==> src/rtl/fsm_prga_decryptor.sv <==
// RC4 PRGA: re-swaps the shuffled S-box, XORs keystream with ciphertext ROM.
// Optional PRGA_ASCII_CHECK_EN aborts to FAIL on a non [a-z ] plaintext byte.
module fsm_prga_decryptor #(
   parameter int MSG_LEN = 32
) (
   input  logic       clk,
   input  logic       rst,
   input  logic       start,
   input  logic [7:0] s_q,
   input  logic [7:0] enc_q,
   output logic [7:0] s_addr,
   output logic [7:0] s_data,
   output logic       s_wren,
   output logic [7:0] enc_addr,
   output logic [7:0] dec_addr,
   output logic [7:0] dec_data,
   output logic       dec_wren,
   output logic       busy,
   output logic       done,
   output logic       fail
);

   localparam logic [7:0] K_LAST = 8'(MSG_LEN - 1);

   typedef enum logic [3:0] {
      IDLE, INC_I, RD_SI, WT_SI, CAP_SI, RD_SJ, WT_SJ, CAP_SJ,
      WR_SI, WR_SJ, WT_F, CAP_F, WR_DEC, DONE, FAIL
   } state_t;

   state_t     state_q, state_d;
   logic [7:0] i_q, i_d;
   logic [7:0] j_q, j_d;
   logic [7:0] k_q, k_d;
   logic [7:0] si_q, si_d;
   logic [7:0] sj_q, sj_d;
   logic [7:0] s_addr_q, s_addr_d;
   logic [7:0] s_data_q, s_data_d;
   logic [7:0] enc_addr_q, enc_addr_d;
   logic [7:0] dec_addr_q, dec_addr_d;
   logic [7:0] dec_data_q, dec_data_d;
   logic [7:0] plain;

   assign plain = s_q ^ enc_q;

`ifdef PRGA_ASCII_CHECK_EN
   logic asc_ok;
   assign asc_ok = (plain == 8'h20) ||
                   ((plain >= 8'h61) && (plain <= 8'h7A));
`endif

   always_comb begin
      state_d    = state_q;
      i_d        = i_q;
      j_d        = j_q;
      k_d        = k_q;
      si_d       = si_q;
      sj_d       = sj_q;
      s_addr_d   = s_addr_q;
      s_data_d   = s_data_q;
      enc_addr_d = enc_addr_q;
      dec_addr_d = dec_addr_q;
      dec_data_d = dec_data_q;
      unique case (state_q)
         IDLE: begin
            if (start) begin
               i_d     = 8'd0;
               j_d     = 8'd0;
               k_d     = 8'd0;
               state_d = INC_I;
            end
         end
         INC_I: begin
            i_d     = i_q + 8'd1;
            state_d = RD_SI;
         end
         RD_SI: begin
            s_addr_d = i_q;
            state_d  = WT_SI;
         end
         WT_SI: state_d = CAP_SI;
         CAP_SI: begin
            si_d    = s_q;
            j_d     = j_q + s_q;
            state_d = RD_SJ;
         end
         RD_SJ: begin
            s_addr_d = j_q;
            state_d  = WT_SJ;
         end
         WT_SJ: state_d = CAP_SJ;
         CAP_SJ: begin
            sj_d     = s_q;
            s_addr_d = i_q;
            s_data_d = s_q;
            state_d  = WR_SI;
         end
         WR_SI: begin
            s_addr_d = j_q;
            s_data_d = si_q;
            state_d  = WR_SJ;
         end
         // Swap writes land before this read, so S[si+sj] sees the new S.
         WR_SJ: begin
            s_addr_d   = si_q + sj_q;
            enc_addr_d = k_q;
            state_d    = WT_F;
         end
         WT_F: state_d = CAP_F;
         CAP_F: begin
`ifdef PRGA_ASCII_CHECK_EN
            if (!asc_ok) begin
               state_d = FAIL;
            end else begin
               dec_data_d = plain;
               dec_addr_d = k_q;
               state_d    = WR_DEC;
            end
`else
            dec_data_d = plain;
            dec_addr_d = k_q;
            state_d    = WR_DEC;
`endif
         end
         WR_DEC: begin
            if (k_q == K_LAST) begin
               state_d = DONE;
            end else begin
               k_d     = k_q + 8'd1;
               state_d = INC_I;
            end
         end
         DONE, FAIL: begin
            if (!start) state_d = IDLE;
         end
         default: state_d = IDLE;
      endcase
   end

   always_ff @(posedge clk or posedge rst) begin
      if (rst) begin
         state_q    <= IDLE;
         i_q        <= 8'd0;
         j_q        <= 8'd0;
         k_q        <= 8'd0;
         si_q       <= 8'd0;
         sj_q       <= 8'd0;
         s_addr_q   <= 8'd0;
         s_data_q   <= 8'd0;
         enc_addr_q <= 8'd0;
         dec_addr_q <= 8'd0;
         dec_data_q <= 8'd0;
      end else begin
         state_q    <= state_d;
         i_q        <= i_d;
         j_q        <= j_d;
         k_q        <= k_d;
         si_q       <= si_d;
         sj_q       <= sj_d;
         s_addr_q   <= s_addr_d;
         s_data_q   <= s_data_d;
         enc_addr_q <= enc_addr_d;
         dec_addr_q <= dec_addr_d;
         dec_data_q <= dec_data_d;
      end
   end

   assign s_addr   = s_addr_q;
   assign s_data   = s_data_q;
   assign enc_addr = enc_addr_q;
   assign dec_addr = dec_addr_q;
   assign dec_data = dec_data_q;
   assign s_wren   = (state_q == WR_SI) || (state_q == WR_SJ);
   assign dec_wren = (state_q == WR_DEC);
   assign done     = (state_q == DONE);
   assign busy     = !((state_q == IDLE) || (state_q == DONE) ||
                       (state_q == FAIL));
`ifdef PRGA_ASCII_CHECK_EN
   assign fail     = (state_q == FAIL);
`else
   assign fail     = 1'b0;
`endif

endmodule
==> config.mk <==
export PLATFORM = sky130hd
export DESIGN_NAME = fsm_prga_decryptor
export DESIGN_NICKNAME = d
export VERILOG_FILES = /design/src/rtl/fsm_prga_decryptor.sv
export SDC_FILE = /design/constraint.sdc
export NUM_CORES = 1
export LEC_CHECK = 0
export CAP_MARGIN = 20
export CORE_ASPECT_RATIO = 0.7
export CORE_UTILIZATION = 59
export DETAILED_ROUTE_END_ITERATION = 8
export PLACE_DENSITY = 0.92
export SETUP_SLACK_MARGIN = 0.5
export SLEW_MARGIN = 5
export SYNTH_ARGS = -nofsm -noshare
export SYNTH_HDL_FRONTEND = slang
export SYNTH_SLANG_ARGS = --single-unit
==> constraint.sdc <==
create_clock -name clk -period 7.7 [get_ports clk]
set_input_delay 1.925 -clock clk [delete_from_list [all_inputs] [get_ports clk]]
set_output_delay 1.925 -clock clk [all_outputs]
set_load 0.005 [all_outputs]
# After elaboration in Yosys (flattened, before gate mapping)
# Cells that the tools add are included.
# W data, S select, Z words.
[classes]
n_addsub = 4
n_eq_ne = 18
mux = 11
bitwise = 1
n_reduce_logical = 17
[ops]
columns = ["op", "count"]
rows = [
  ["$pmux W8 S2", 4],
  ["$pmux W4 S14", 1],
  ["$eq A4 B4 Y1 const B", 7],
  ["$pmux W8 S3", 1],
  ["$add A8 B1 Y8 const B", 2],
  ["$add A8 B8 Y8", 2],
  ["$eq A4 B3 Y1 const B", 4],
  ["$mux W8", 2],
  ["$mux W4", 3],
  ["$eq A4 B2 Y1 const B", 2],
  ["$eq A8 B5 Y1 const B", 1],
  ["$reduce_bool A2 Y1", 4],
  ["$xor A8 B8 Y8", 1],
  ["$ne A2 B2 Y1 const B", 3],
  ["$reduce_and A2 Y1", 3],
  ["$reduce_or A2 Y1", 3],
  ["$eq A4 B1 Y1 const B", 1],
  ["$logic_not A4 Y1", 1],
  ["$logic_or A1 B1 Y1", 3],
  ["$reduce_and A3 Y1", 1],
  ["$reduce_bool A3 Y1", 1],
  ["$logic_not A1 Y1", 1],
]
[totals]
regBits = 84
output_inout_bits = 45
wordCells = 62

# Longest topological paths before layout
[depth]
depth_word = 4
depth_mapped = 8
depth_no_buf = 8

# Worst setup path after synthesis
# OpenSTA, ideal clock, no wires.
[synth_timing]
kind = "in2reg"
start = "input port s_q[1]"
end = "register j_q[7]"
setup_time_ns = 0.127
arrival_time_ns = 3.436
required_time_ns = 7.573
path_slack_ns = 4.137
path_stages = 6
path_cell_list = "ha_1 > a211oi_1 > nor3_1 > or4b_2 > a21oi_1 > o32ai_1"
[synth_via]
elab_chain_cells = 2
[synth_lines]
columns = ["element", "line", "rtl"]
rows = [
  ["start: declaration", "9", "input logic [7:0] s_q,"],
  ["$add A8 B8 Y8", "83", "j_d = j_q + s_q;"],
  ["$pmux W8 S2", "63", "unique case (state_q)"],
  ["end signal: assignment", "155", "j_q <= j_d;"],
  ["end: declaration", "32", "logic [7:0] j_q, j_d;"],
]
# Every way passes these cells.
# A chain may end at the register's enable or synchronous reset.

# Worst setup path in the final report
[layout_timing]
start = "register state_q[3]"
end = "output port s_wren"
[layout_via]
elab_chain_cells = 2
elab_cells_between_ends = 3
cone_classes = "2 x eq/ne; 1 x reduce/logical"
[layout_lines]
columns = ["element", "line", "rtl"]
rows = [
  ["start: declaration", "30", "state_t state_q, state_d;"],
  ["start signal: assignment", "153", "state_q <= state_d;"],
  ["$eq A4 B4 Y1", "172", "assign s_wren = (state_q == WR_SI) || (state_q == WR_SJ);"],
  ["$logic_or A1 B1 Y1 (*)", "172", ""],
  ["end: declaration", "13", "output logic s_wren,"],
]
# Mark *: on every way between the ends. The rest lies on a longest branch, timed or not.

==> out/metrics.yaml <==
clock_tree:
  clock-sinks: 84
  cts_root_buf: "clkbuf_8"
  clkLatencyLatePin_ns: 0.37
  ctsResizeCount: 0
  hold_buffers: 0
  cts_tree: "built"
  post_cts_buffers: 0
  cts_max_path_buffers: 2
  clk_pin_slew_ns: 0.09
  htreeDepth: 3
  cts-buffers-inserted: 9
logic_synthesis:
  synthArstFlopShare_pct: 100
  synth_top_flop_cell: "dfrtp_1"
  seq_area_frac_synth_pct: 46.4
  ys_types: 65
  ys_seq_elements: 84
  netlist_area_um2: 4530
  yosysWarnings: 0
  synth_edf_count: 0
  avgSynthCellArea_um2: 9.94
  syn_nets: 493
  synthCells: 456
setup_path:
  critPathRequiredTime_ns: 5.78
  critPathSlowestCell: "dfrtp_1"
  end_kind: "output pin"
  critPathKind: "reg2out"
  rrSetupSlack_ns: 5.01
  critPathArrivalTime_ns: 2.28
  max_stage_delay_ns: 0.79
  path_cells: "or3b_1, inv_1, clkdlybuf4s50_1"
  start_kind: "register"
  critPathMaxFanout: 23
drt:
  avgRoutedWirePerCell_um: 17.8
  drt-total-wl_mm: 10.9
  first_pass_iters: 7
  route.met2.wl_mm: 5.01
  drtIter0Drc: 392
  drc: 0
  routed-wl-met3_um: 575
  drtAntennaViolNets: 0
  num_vias: 3730
  vias_per_cell: 6.10
  wl_met1_mm: 5.15
  top_layer: "met4"
sta:
  fmax_ghz: 0.238
  tightest_slew_ns: 0.993
  tns_ns: 0
  maxSlewHeadroom_pct: 33.6
  skew_ns: 0.0141
  period_share_pct: 54.6
  slew_viol_final: 0
  hold_violations: 0
  finalSetupViolCount: 0
  period_needed_ns: 4.21
  rsz0062_at_grt: "false"
power_and_ir_drop:
  power_frac_comb_pct: 47.0
  seqPwrFrac_pct: 39.0
  net-switching-power_w: 0.000874
  swShare_pct: 40.7
  internal_power_w: 0.00127
  ir_worst_vdd_mv: 0.225
  power.density_nw_per_um2: 398
  p_leak_nw: 2.37
  clkPwrFrac_pct: 14.0
run_status:
  status: "finished, final reports clean"
layout:
  area_growth_pct: 19.2
  n_antenna_cell: 0
  layout-drive-gt1-share_pct: 10.5
  fin_area_um2: 5400
  finish.net_count: 545
floorplan:
  io_pins: 64
  rows: 26
  core-area_um2: 7350
  fp.dieW_um: 107
  die_area_um2: 8040
  dieHeight_um: 75.3
  start_util_pct: 61.6
placed_design:
  place_congestion: 0.871
  dpl_cell_area_um2: 5180
  io_buffers: 62
  hpwl_mm: 7.42
grt:
  grt-ovfl-total: 0
  antenna_found_initial: 0
  grt_use_total_pct: 29.0
  first_global_vias: 3454
  grt_pass1_wl_mm: 17.5
  grt_max_degree: 85
min_path:
  hold_class: "reg2reg"
flow_run:
  drv_cap: 0
-- worst max-delay path, delay by kind of cell (launching register included) --
family | cells | cell delay [ns]
DFF | 1 | 0.79
buffers and inverters | 2 | 0.67
and+or+nand+nor | 1 | 0.45
-- cells in the final DEF, fill, tap and decap left out, drive strengths merged, types with 3 or more instances in the layout --
cell type	instances
nand2	71
o21ai	35
a21oi	19
nor2	27
nand3b	3
xnor2	18
and3	5
nand2b	4
clkbuf	10
nand3	18
mux2	22
a32oi	3
a211oi	5
xor2	5
ha	16
inv	15
buf	5
a221oi	3
clkdlybuf4s50	62
nor3	4
mux2i	3
a222oi	5
a21o	4
nor4b	3
a22oi	8
nor3b	5
clkinv	3
o21bai	4
nand4	3
dfrtp	84
-- cells by family (layout without fill, tap and decap cells) --
logic type	after synthesis	after routing	synth area share [%]
simple gates	158	158	17.4
mux	25	25	6.13
other cells	1	1	0.0828
flops	84	84	46.4
compound gates	107	107	16.4
fa+ha+maj	18	18	5.30
xor+xnor	23	23	4.45
buf+inv	40	97	3.84
-- power by group through the flow --
stage / clock network [W] / logic [W] / registers [W]
after global placement: 0 / 0.000944 / 0.000826
after global routing: 0.000325 / 0.00112 / 0.000860
after CTS: 0.000306 / 0.000996 / 0.000830
final: 0.000301 / 0.00101 / 0.000838
after detailed placement: 0 / 0.000985 / 0.000836
after floorplan: 0 / 0.000698 / 0.000752
-- layout make-up --
cell class | instances | area (um^2)
Fill cell | 499 | 1950
Timing Repair Buffer | 67 | 682
Sequential cell | 84 | 2100
Clock inverter | 6 | 46.3
Tap cell | 98 | 123
Multi-Input combinational cell | 332 | 2250
Inverter | 14 | 53.8
Clock buffer | 10 | 138
-- Yosys cell counts (3+ instances only) --
cell type	count	area [um^2]
nor3_1	3	15.0
and3_1	5	31.3
buf_4	3	22.5
a211oi_1	4	30.0
nand2b_1	4	25.0
dfrtp_1	84	2100
a21o_1	4	30.0
inv_1	14	52.6
buf_2	10	50.1
nand2_1	71	267
nor3b_1	5	37.5
a222oi_1	5	50.1
o21ai_0	33	165
a221oi_1	3	26.3
ha_1	16	200
nor2_1	27	101
xor2_1	5	43.8
mux2_2	22	248
nand4_1	3	18.8
a21oi_1	19	95.1
a22oi_1	8	60.1
mux2i_1	3	30.0
xnor2_1	18	158
clkbuf_1	11	41.3
nand3b_1	3	22.5
nand3_1	18	90.1
a32oi_1	3	26.3
o21bai_1	4	30.0
-- through the flow --
stage | power [W] | util (%) | setup WS [ns] | hold WS [ns] | cells
2_1_floorplan | 0.00145 | - | 3.61 | 0.445 | 456
3_3_place_gp | 0.00177 | 70.4 | 3.43 | 0.449 | 593
3_5_place_dp | 0.00182 | 70.4 | 3.33 | 0.457 | 593
4_1_cts | 0.00213 | 72.9 | 3.51 | 0.477 | 609
5_1_grt | 0.00231 | 73.4 | 3.40 | 0.515 | 611
6_report | 0.00215 | 73.4 | 3.49 | 0.473 | 611
-- layer usage --
| layer | vias to the layer above | GRT usage [%] |
|---|---|---|
| met5 | - | 0 |
| met4 | 0 | 10.2 |
| li1 | 1731 | - |
| met3 | 16 | 5.65 |
| met2 | 124 | 46.2 |
| met1 | 1859 | 40.6 |
-- final timing paths --
check / end / start / cells past startpoint
min in group asynchronous: s_data[7] / rst / 3
max in group asynchronous: s_addr[6] / rst / 4
worst max register to register: k_q[7] / state_q[2] / 5
worst min-delay path: s_data[0] / s_data[0] / 2
worst min register to register: s_data[0] / s_data[0] / 2
worst max-delay path: s_wren / state_q[3] / 3
-- sequential cells by signal (all words and copies together), names as in the netlist --
name / count
i_q: 8
s_data: 8
state_q: 4
dec_data: 8
s_addr: 8
k_q: 8
si_q: 8
j_q: 8
dec_addr: 8
enc_addr: 8
sj_q: 8
No activity file was read; power rests on OpenSTA's default activity.
